===== src/rtl/mem_stage.sv =====
// mem_stage: RV32 memory stage, sitting directly after execute.
//
// Purpose:
//   Takes the ALU result, store data and control from execute. ALU ops retire
//   on the next edge. Loads and stores go through a req/ready/rvalid data-memory
//   handshake. Load data is lane-aligned and sign/zero-extended. The registered
//   writeback record (wb_*) doubles as the forwarding source for execute.
//   Upstream is stalled (ex_ready=0) while a memory transaction is outstanding.
//
// Handshake semantics:
//   ex:   a transfer happens on a rising edge where ex_valid && ex_ready.
//         Upstream holds its inputs while ex_ready is low.
//   dmem: a request transfers on a rising edge where dmem_req && dmem_ready.
//         dmem_rvalid is only honoured while waiting for load data (RESP).
//
// Ports:
//   clk, rst              clock, asynchronous active-high reset
//   ex_valid / ex_ready   upstream handshake
//   ex_result             ALU result, also the load/store address
//   ex_store_data         forwarded rs2 for stores
//   ex_funct3             access width / signedness
//   ex_is_load/is_store   memory op type (both set means store)
//   ex_rd / ex_reg_we     destination register and write enable
//   dmem_*                data-memory request/response channel
//   wb_valid/rd/we/data   registered writeback record
//   misalign_trap         present only when MEM_MISALIGN_TRAP_EN is defined
//
// Optional feature macro: MEM_MISALIGN_TRAP_EN
//   When defined, misaligned half/word accesses trap in IDLE instead of
//   issuing a memory request.

module mem_stage #(
   parameter int XLEN = 32
) (
   input  logic            clk,
   input  logic            rst,
   input  logic            ex_valid,
   output logic            ex_ready,
   input  logic [XLEN-1:0] ex_result,
   input  logic [XLEN-1:0] ex_store_data,
   input  logic [2:0]      ex_funct3,
   input  logic            ex_is_load,
   input  logic            ex_is_store,
   input  logic [4:0]      ex_rd,
   input  logic            ex_reg_we,
   output logic            dmem_req,
   output logic            dmem_we,
   output logic [XLEN-1:0] dmem_addr,
   output logic [XLEN-1:0] dmem_wdata,
   output logic [3:0]      dmem_be,
   input  logic            dmem_ready,
   input  logic            dmem_rvalid,
   input  logic [XLEN-1:0] dmem_rdata,
   output logic            wb_valid,
   output logic [4:0]      wb_rd,
   output logic            wb_we,
   output logic [XLEN-1:0] wb_data
`ifdef MEM_MISALIGN_TRAP_EN
   ,
   output logic            misalign_trap
`endif
);

   typedef enum logic [1:0] {IDLE, REQ, RESP} state_t;

   // state is a named signal so external checkers can bind to it directly.
   state_t            state;
   logic [XLEN-1:0]   lat_addr;
   logic [XLEN-1:0]   lat_sdata;
   logic [2:0]        lat_f3;
   logic              lat_store;
   logic [4:0]        lat_rd;
   logic              lat_we;

   logic [3:0]        st_be;
   logic [XLEN-1:0]   st_wdata;
   logic [7:0]        ld_byte;
   logic [15:0]       ld_half;
   logic [XLEN-1:0]   ld_data;
   logic              mis_access;

   // Memory-side outputs come only from latched state, never from ex_*.
   assign ex_ready   = (state == IDLE);
   assign dmem_req   = (state == REQ);
   assign dmem_we    = (state == REQ) && lat_store;
   assign dmem_addr  = {lat_addr[XLEN-1:2], 2'b00};
   assign dmem_be    = ((state == REQ) && lat_store) ? st_be : 4'b0000;
   assign dmem_wdata = st_wdata;

   // Store lane formation; unknown funct3 behaves as SW.
   always_comb begin
      st_be    = 4'b1111;
      st_wdata = lat_sdata;
      case (lat_f3)
         3'b000: begin
            st_be    = 4'b0001 << lat_addr[1:0];
            st_wdata = {4{lat_sdata[7:0]}};
         end
         3'b001: begin
            st_be    = lat_addr[1] ? 4'b1100 : 4'b0011;
            st_wdata = {2{lat_sdata[15:0]}};
         end
         default: ;
      endcase
   end

   // Load extraction; unknown funct3 behaves as LW.
   always_comb begin
      ld_byte = dmem_rdata[7:0];
      case (lat_addr[1:0])
         2'd1:    ld_byte = dmem_rdata[15:8];
         2'd2:    ld_byte = dmem_rdata[23:16];
         2'd3:    ld_byte = dmem_rdata[31:24];
         default: ;
      endcase
      ld_half = lat_addr[1] ? dmem_rdata[31:16] : dmem_rdata[15:0];
      case (lat_f3)
         3'b000:  ld_data = {{24{ld_byte[7]}}, ld_byte};
         3'b001:  ld_data = {{16{ld_half[15]}}, ld_half};
         3'b100:  ld_data = {24'h0, ld_byte};
         3'b101:  ld_data = {16'h0, ld_half};
         default: ld_data = dmem_rdata;
      endcase
   end

`ifdef MEM_MISALIGN_TRAP_EN
   // Alignment check on the incoming op, using the same width decode as the
   // lane logic (unknown funct3 counts as a word access).
   always_comb begin
      mis_access = 1'b0;
      if (ex_is_store) begin
         case (ex_funct3)
            3'b000:  mis_access = 1'b0;
            3'b001:  mis_access = ex_result[0];
            default: mis_access = |ex_result[1:0];
         endcase
      end else if (ex_is_load) begin
         case (ex_funct3)
            3'b000, 3'b100: mis_access = 1'b0;
            3'b001, 3'b101: mis_access = ex_result[0];
            default:        mis_access = |ex_result[1:0];
         endcase
      end
   end
`else
   assign mis_access = 1'b0;
`endif

   always_ff @(posedge clk or posedge rst) begin
      if (rst) begin
         state     <= IDLE;
         lat_addr  <= '0;
         lat_sdata <= '0;
         lat_f3    <= 3'b000;
         lat_store <= 1'b0;
         lat_rd    <= 5'd0;
         lat_we    <= 1'b0;
         wb_valid  <= 1'b0;
         wb_rd     <= 5'd0;
         wb_we     <= 1'b0;
         wb_data   <= '0;
`ifdef MEM_MISALIGN_TRAP_EN
         misalign_trap <= 1'b0;
`endif
      end else begin
         // Single-cycle pulses; wb_rd/wb_data hold their last value.
         wb_valid <= 1'b0;
         wb_we    <= 1'b0;
`ifdef MEM_MISALIGN_TRAP_EN
         misalign_trap <= 1'b0;
`endif
         case (state)
            IDLE: begin
               if (ex_valid) begin
                  if (ex_is_load || ex_is_store) begin
                     if (mis_access) begin
                        // Trap retires immediately with the faulting address.
                        wb_valid <= 1'b1;
                        wb_rd    <= ex_rd;
                        wb_data  <= ex_result;
`ifdef MEM_MISALIGN_TRAP_EN
                        misalign_trap <= 1'b1;
`endif
                     end else begin
                        lat_addr  <= ex_result;
                        lat_sdata <= ex_store_data;
                        lat_f3    <= ex_funct3;
                        lat_store <= ex_is_store;
                        lat_rd    <= ex_rd;
                        lat_we    <= ex_reg_we;
                        state     <= REQ;
                     end
                  end else begin
                     wb_valid <= 1'b1;
                     wb_rd    <= ex_rd;
                     wb_we    <= ex_reg_we && (ex_rd != 5'd0);
                     wb_data  <= ex_result;
                  end
               end
            end
            REQ: begin
               if (dmem_ready) begin
                  if (lat_store) begin
                     wb_valid <= 1'b1;
                     wb_rd    <= lat_rd;
                     state    <= IDLE;
                  end else begin
                     state <= RESP;
                  end
               end
            end
            RESP: begin
               if (dmem_rvalid) begin
                  wb_valid <= 1'b1;
                  wb_rd    <= lat_rd;
                  wb_we    <= lat_we && (lat_rd != 5'd0);
                  wb_data  <= ld_data;
                  state    <= IDLE;
               end
            end
            default: state <= IDLE;
         endcase
      end
   end

endmodule

===== config.mk =====
export PLATFORM = sky130hd
export DESIGN_NAME = mem_stage
export DESIGN_NICKNAME = d
export VERILOG_FILES = /design/src/rtl/mem_stage.sv
export SDC_FILE = /design/constraint.sdc
export NUM_CORES = 1
export LEC_CHECK = 0
export CORE_ASPECT_RATIO = 0.9
export CORE_MARGIN = 1.5
export CORE_UTILIZATION = 45
export DETAILED_ROUTE_END_ITERATION = 10
export PLACE_DENSITY = 0.81
export SLEW_MARGIN = 5
export SYNTH_ARGS = -nofsm -noshare
export SYNTH_HDL_FRONTEND = slang
export SYNTH_SLANG_ARGS = --single-unit

===== constraint.sdc =====
create_clock -name clk -period 4.05 [get_ports clk]
set_clock_uncertainty 0.15 [all_clocks]
set_input_delay 0.6075 -clock clk [delete_from_list [all_inputs] [get_ports clk]]
set_output_delay 0.6075 -clock clk [all_outputs]
set_load 0.01 [all_outputs]

# Word-level counts from Yosys, hierarchy flattened
# Cells that the tools add are included.
[totals]
output_inout_bits = 110
register_bits = 115
word_cells = 73
inputBits = 112
[classes]
muxes = 33
n_eq_ne = 14
shift = 1
reduce_logical = 14
[op_table]
columns = ["cell", "n"]
rows = [
  ["32-bit one-hot mux with 2 select lines", 2],
  ["32-bit one-hot mux with 4 select lines", 1],
  ["32-bit 2-to-1 mux", 3],
  ["5-bit 2-to-1 mux", 5],
  ["8-bit one-hot mux with 3 select lines", 1],
  ["16-bit 2-to-1 mux", 1],
  ["5-bit one-hot mux with 3 select lines", 1],
  ["2-bit 2-to-1 mux", 5],
  ["5-bit nonzero test", 2],
  ["1-bit 2-to-1 mux", 8],
  ["4-bit 2-to-1 mux", 2],
  ["4-bit one-hot mux with 2 select lines", 1],
  ["4-bit AND reduction", 2],
  ["2-bit equality test, second input constant", 3],
  ["3-bit equality test, second input constant", 2],
  ["2-bit by 1-bit != test with 1-bit output, second input constant", 3],
  ["2-bit != test, second input constant", 3],
  ["2-bit one-hot mux with 3 select lines", 1],
  ["6-bit AND reduction", 1],
  ["2-bit by 1-bit equality test with 1-bit output, second input constant", 2],
  ["1-bit by 2-bit << shifter with 4-bit output, first input constant", 1],
  ["3-bit by 1-bit equality test with 1-bit output, second input constant", 1],
  ["1-bit logical AND", 3],
  ["3-bit logical NOT", 1],
  ["other kinds (7)", 7],
]

# Logic depth before layout (Yosys ltp)
# Gate-level depths: netlist of the first run.
[logic_depth]
ltp_word = 5
mapped_depth = 9
mapped_depth_nobuf = 6

# Worst setup path before layout of the first run
# Ideal clock, no wire load.
[synth_path]
path_kind = "register -> output"
start = "register lat_f3[1]"
end = "output port dmem_wdata[24]"
t_arrival_ps = 1567
path_stages_with_launch = 6
t_required_ps = 3293
setup_slack_ps = 1726
n_path_buf = 2
cell_sequence = "dfrtp_1 > buf_2 > nor2_1 > clkbuf_1 > nor2_1 > a21oi_1"
[synth_between]
elab_chain_cells = 2
elab_cells_between_ends = 3
classes_between = "eq/ne (1); mux (1); reduce/logical (1)"
[synth_lines]
columns = ["item", "line_no", "text"]
rows = [
  ["start, declared", "70", "logic [2:0] lat_f3;"],
  ["start signal, assigned", "187", "lat_f3 <= ex_funct3;"],
  ["3-bit by 1-bit equality test with 1-bit output / 3-bit logical NOT (equally long branches)", "94", "case (lat_f3)"],
  ["32-bit one-hot mux with 2 select lines (*)", "94", ""],
  ["end, declared", "49", "output logic [XLEN-1:0] dmem_wdata,"],
]
# Mark *: on every way between the ends. The rest lies on a longest branch, timed or not.

# Final worst setup path of the first run
[layout_path]
start = "register lat_f3[2]"
end = "output port dmem_wdata[15]"
# Same word-level chain as after synthesis.

==> results of run 1 <==
==> cell usage in the layout (no fill, tap or decap), types with 7 or more instances in the layout <==
cell / synthesis / layout
inv_1: 9 / 8
dfrtp_1: 115 / 115
a221oi_2: 10 / 10
o22ai_1: 9 / 9
mux2_2: 108 / 108
clkbuf_16: 0 / 17
nand2_1: 23 / 23
clkdlybuf4s50_1: 0 / 219
mux2i_1: 18 / 18
a22oi_1: 8 / 8
nor2_1: 56 / 55
a221oi_1: 14 / 14
o21ai_0: 18 / 18
nor2b_1: 7 / 7
o221ai_1: 7 / 7
a21oi_1: 16 / 15
buf_4: 44 / 11
==> through the flow <==
| step | setup slack, ns | util [%] | cell area (um2) | hold slack (ns) | power [mW] |
|---|---|---|---|---|---|
| 2_1_floorplan | 0.2484 | - | 5978 | 0.3005 | 4.460 |
| 3_3_place_gp | 1.093 | 62.36 | 8003 | 0.3147 | 5.886 |
| 5_1_grt | 0.8071 | 66.72 | 8562 | 0.3700 | 7.812 |
| 4_1_cts | 0.8532 | 66.72 | 8562 | 0.3340 | 7.435 |
| 3_5_place_dp | 1.046 | 62.36 | 8003 | 0.3218 | 5.989 |
| 6_report | 0.8863 | 66.72 | 8562 | 0.3275 | 7.388 |
==> cells in the mapped netlist (8+ instances only) <==
| cell type | instances | area, um2 |
|---|---|---|
| o21ai_0 | 18 | 90.09 |
| buf_4 | 44 | 330.3 |
| buf_2 | 10 | 50.05 |
| nor2_1 | 56 | 210.2 |
| a21oi_1 | 16 | 80.08 |
| a221oi_1 | 14 | 122.6 |
| inv_1 | 9 | 33.78 |
| o22ai_1 | 9 | 56.30 |
| clkbuf_1 | 13 | 48.80 |
| dfrtp_1 | 115 | 2878 |
| nand2_1 | 23 | 86.33 |
| a221oi_2 | 10 | 150.1 |
| mux2i_1 | 18 | 180.2 |
| mux2_2 | 108 | 1216 |
| a22oi_1 | 8 | 60.06 |
==> where the power goes <==
group / leakage (nW) / switching, mW / internal [mW]
sequential: 1.35 / 0.422 / 1.75
combinational: 1.88 / 1.69 / 2.15
clock: 0.273 / 0.511 / 0.871
total: 3.51 / 2.62 / 4.76
==> metal layers <==
| metal | global-route usage [%] | up-vias | part of all wire [%] |
|---|---|---|---|
| met5 | 0 | - | 0 |
| met4 | 7.203 | 0 | 1.4 |
| met3 | 9.342 | 24 | 9.8 |
| met2 | 41.65 | 278 | 49 |
| met1 | 30.05 | 2386 | 40 |
| li1 | - | 2184 | - |
==> logic make-up (layout without fill, tap and decap cells) <==
logic type	count (synthesis)	after routing	share of synthesized area, %
adders and majority gates	4	4	0.8377
AOI/OAI and AO/OA	89	89	11.48
muxes	126	126	23.37
DFF	115	115	48.17
other	1	2	0.06277
buffers and inverters	82	270	8.503
and+or+nand+nor	100	100	7.581
==> cell type report <==
cell class	instances	area, um2	area share (%)
Clock buffer	23	508.0	5.933
Tap cell	164	205.2	2.397
Timing Repair Buffer	230	2275	26.57
Clock inverter	8	51.30	0.5992
Inverter	9	36.28	0.4238
Multi-Input combinational cell	321	2609	30.47
Sequential cell	115	2878	33.61
==> worst max path at each step <==
| stage | from | to | slack [ns] |
|---|---|---|---|
| after CTS | lat_f3[2] | dmem_wdata[15] | 0.85 |
| after global placement | ex_valid | wb_data[2] | 1.09 |
| after floorplan | rst | lat_addr[0] | 0.25 |
| final | lat_f3[2] | dmem_wdata[15] | 0.89 |
| after detailed placement | ex_is_store | wb_data[2] | 1.05 |
| after global routing | lat_f3[2] | dmem_wdata[15] | 0.81 |
==> flip-flops by register name (all words and copies together), names as in the netlist <==
name / flops
lat_store: 1
wb_data: 32
wb_valid: 1
state: 2
wb_rd: 5
lat_rd: 5
lat_we: 1
lat_addr: 32
lat_f3: 3
wb_we: 1
lat_sdata: 32
==> critical path: stages (launching register included) <==
cell and delay [ns]:
dfrtp_1 0.46, nor3_2 0.61, mux2_2 0.41, clkdlybuf4s50_1 0.51
==> run summary, run 1 <==
Post-Layout Cell Count: 870
Crit path time final: 3.164 ns
Num rows: 39
Synth warn: 0
EDFF count, synth: 0
Peak fanout along the critical path: 8
TritonCTS clock tree: done
Initial Utilization: 46.55%
Die X-Extent: 124.5 um
FF+latch count, synth: 115
Hold depth: 2
Setup Buffers After CTS: 0
Status: finished clean
WP data required: 3.29 ns
Resized cells post-CTS: 0
Final WL: 17200 um
HP Start: lat_we
RR Startpoint: lat_addr[1]
Sum Neg Setup Slack: 0 ns
Yosys cell types: 39
Final Hold Vio Count: 0
Fillcell total: 942
CTS Buf Count: 17
First-pass DRT Iterations: 5
Area of the mapped netlist: 5974 um2
WHS Endpoint: lat_we
Clock sink total: 115
Largest net degree at the start of global routing: 71
Dpl cells: 839
Lkg Pwr: 3.505 nW
Max cap viols: 0
Synth Flop Type: dfrtp_1
WL per Instance: 19.77 um
Vias in the first global route: 5007
Crit path kind: flip-flop to primary output
Sequential area share after synthesis: 48.17%
IO Count: 222
DR DRC count: 0
Final Cycle Share: 78.12%
Initial antenna violation count: 0
Worst r2r path cells: 5
Diodes inserted: 0
Clock Tree Root: clkbuf_16
First-pass GRT wire length: 27180 um
# port buffers: 219
Syn Inst Count: 517
Hold_buf cts: 0
Clock slew at reported path FFs: 0.05 ns
Worst R2R Setup Slack: 1.50 ns
HP Class: flip-flop to flip-flop
Dpl hpwl: 12290 um
Max Fclk: 316.1 MHz
Slew HR: 40.31%
Core area: 12830 um2
Die area: 13980 um2
Ratio of cells with drive above 1 in the final layout: 23.80%
PD cells: 862.9 nW/um2
Worst vdd ir: 0.5861 mV
Slew Viols, Final: 0
GP Congestion: 0.8280
RSZ-0062 raised after global routing: false
Longest Clk Path Bufs: 2
Worst setup SP type: flip-flop
Syn avg cell area: 11.56 um2
Async set or reset register ratio after synthesis: 100.0%
H-tree depth: 4
R2r endpoint: wb_data[24]
DIE HEIGHT: 112.3 um
# nets final: 810
Worst Path Arrival: 2.41 ns
Clock Latency Late Sink: 0.41 ns
Total congestion overflow: 0
Via Count: 4872
DR iter-0 viols: 346
CP endpoint kind: primary output
Final setup viols: 0
Drt via density: 5.600
Area delta synth->final: 43.31%
GRT Total Usage: 24.84%
Final ANT Viol Nets: 0
Worst-margin pin slew: 0.8953 ns
(Power assumes the default switching activity.)
==> run 2, diff against run 1 <==
--- a/config.mk
+++ b/config.mk
@@ -7,9 +7,9 @@
 export LEC_CHECK = 0
 export CORE_ASPECT_RATIO = 0.9
 export CORE_MARGIN = 1.5
-export CORE_UTILIZATION = 45
+export CORE_UTILIZATION = 41
 export DETAILED_ROUTE_END_ITERATION = 10
-export PLACE_DENSITY = 0.81
+export PLACE_DENSITY = 0.78
 export SLEW_MARGIN = 5
 export SYNTH_ARGS = -nofsm -noshare
 export SYNTH_HDL_FRONTEND = slang
==> constraint.sdc (replaced) <==
create_clock -name clk -period 2.7 [get_ports clk]
set_clock_uncertainty 0.15 [all_clocks]
set_input_delay 0.405 -clock clk [delete_from_list [all_inputs] [get_ports clk]]
set_output_delay 0.405 -clock clk [all_outputs]
set_load 0.01 [all_outputs]
==> run 2 against run 1 <==
Worst hold slack worse by 0.21 ns. Highest routed layer unchanged. Power grew 55%. Register-to-register slack worse by 1.0 ns. Flip-flop and latch count is the same.
==> run summary, run 2 (same netlist as run 1, synthesis figures left out) <==
Status: finished clean
Switching Power: 3.972 mW (+51%)
GP Congestion: 0.8178 (-1.2%)
Crit path time final: 2.605 ns
Drt via density: 5.272 (-5.9%)
Peak fanout along the critical path: 8 (unchanged)
Net Sw Frac: 34.78% (-0.74 points)
Crit path kind: flip-flop to primary output
Total congestion overflow: 0 (unchanged)
Area delta synth->final: 46.79%
Dpl hpwl: 12980 um (+5.6%)
PD cells: 1302 nW/um2 (+51%)
Final Hold Vio Count: 0 (unchanged)
Die X-Extent: 130.2 um (+4.7%)
Commonest non-fill, non-tap cells in the layout: clkdlybuf4s50_1 (212), dfrtp_1 (113), mux2_2 (108)
RSZ-0062 raised after global routing: false
Clock Tree Root: clkbuf_16
Comb pwr share: 51.4% (-0.5 points)
# port buffers: 219 (unchanged)
Internal power: 7.450 mW (+56%)
Final Cycle Share: 96.46%
Worst-margin pin slew: 0.6363 ns (-0.2590 ns)
CTS Buf Count: 17 (unchanged)
Final setup viols: 0 (unchanged)
IO Count: 222 (unchanged)
WL per Instance: 19.78 um (about the same)
DR DRC count: 0 (unchanged)
Largest net degree at the start of global routing: 76 (+7.0%)
Worst setup SP type: flip-flop
Clock Latency Late Sink: 0.42 ns (about the same)
Reg power frac: 28.5% (-0.9 points)
HP Class: input port to asynchronous set/reset pin
WP data required: 2.14 ns (-1.15 ns)
Total power: 11.42 mW (+55%)
CP endpoint kind: primary output
Slew Viols, Final: 0 (unchanged)
Clock slew at reported path FFs: 0.05 ns (about the same)
DR iter-0 viols: 251 (-27%)
Clock network fraction of total power: 20.2% (+1.5 points)
Sum Neg Setup Slack: 0 ns (unchanged)
Worst r2r path cells: 7 (+2)
Hold_buf cts: 0 (unchanged)
Initial Utilization: 42.35% (-4.2 points)
Commonest non-fill, non-tap cell in the layout: clkdlybuf4s50_1
DIE HEIGHT: 117.5 um (+4.6%)
Post-layout worst setup margin: 0.09545 ns (-0.7908 ns)
GRT Total Usage: 23.54% (-1.3 points)
Placed inst area: 8138 um2 (+1.7%)
Setup Buffers After CTS: 0 (unchanged)
Register area: 2880 um2 (about the same)
Worst Path Arrival: 2.05 ns (-0.36 ns)
Max cap viols: 0 (unchanged)
Area of the multi-input gates: 2614 um2 (+0.19%)
Final Cell Area: 8770 um2 (+2.4%)
Top Registers: lat_addr (32), lat_sdata (32), wb_data (32)
Clock sink total: 115 (unchanged)
Fillcell total: 1111 (+18%)
Final ANT Viol Nets: 0 (unchanged)
Num rows: 41 (+5.1%)
Vias in the first global route: 5084 (+1.5%)
Via Count: 4755 (-2.4%)
Diodes inserted: 0 (unchanged)
Longest Clk Path Bufs: 2 (unchanged)
Max Fclk: 383.9 MHz
First-pass GRT wire length: 27410 um (+0.84%)
Placement Setup Slack: 0.1610 ns (-0.8851 ns)
Core area: 14110 um2 (+9.9%)
Slew HR: 57.58% (+17 points)
Lkg Pwr: 3.655 nW (+4.3%)
# nets final: 813 (+0.37%)
Ratio of cells with drive above 1 in the final layout: 24.12% (+0.32 points)
Final core utilization: 62.16% (-4.6 points)
Initial antenna violation count: 0 (unchanged)
TritonCTS clock tree: done
H-tree depth: 4 (unchanged)
Final WL: 17840 um (+3.7%)
Worst vdd ir: 0.8039 mV (+37%)
Die area: 15310 um2 (+9.5%)
First-pass DRT Iterations: 5 (unchanged)
run 2: changes by cell type in the layout (fill, tap and decap cells not counted), sizes merged:
cell and change:
buf +3, bufinv +3, clkbuf -1, clkdlybuf4s50 -7
clkinv -1, dlymetal6s2s +7, inv -1
run 2: what timing repair did:
action	4_1_cts	5_1_grt
setup endpoints to repair	1	19
gates resized for setup	1	10
gates cloned	0	0
run 2: per-layer routing:
layer  part of all wire (%)  GRT usage, %  vias up
li1                       -             -     2194
met1                     39         27.61     2317
met2                     49         38.72      224
met3                     10         9.636       20
met4                    1.6         7.847        0
met5                      0             0        -
run 2: stage by stage:
stage,hold WS (ns),std cells
after CTS,0.1164,902
after global placement,0.3182,871
after global routing,0.1470,902
after detailed placement,0.3417,871
after floorplan,0.3005,518
final,0.1210,902
run 2: worst paths after layout:
check | from | to | slack [ns]
hold / removal | rst | lat_sdata[27] | 0.12
setup reg to reg | state[1] | wb_data[5] | 0.47
hold reg to reg | lat_addr[20] | lat_addr[20] | 0.35
min in group clk | lat_addr[20] | lat_addr[20] | 0.35
setup / recovery | lat_f3[0] | dmem_wdata[13] | 0.1
max in group asynchronous | rst | lat_addr[24] | 1.59
run 2: layout make-up:
type	count	area share, %
timing repair buffer	233	27.29
clock buffer	22	5.407
multi-input combinational	321	29.80
clock inverter	9	1.470
tap	193	2.754
sequential	115	32.84
inverter	9	0.4280
run 2: power by group through the flow:
stage | Sequential, mW | Clock, mW | Combinational [mW]
2_1_floorplan | 3.17 | 0 | 3.52
3_3_place_gp | 3.22 | 0 | 5.75
3_5_place_dp | 3.26 | 0 | 5.89
4_1_cts | 3.25 | 2.34 | 5.94
5_1_grt | 3.35 | 2.43 | 6.34
6_report | 3.25 | 2.31 | 5.87
run 2: worst max-delay path, cell delays in order (launching register included):
cell,delay [ns]
dfrtp_1,0.42
nor3_2,0.21
buf_6,0.17
mux2_2,0.35
clkdlybuf4s50_1,0.48
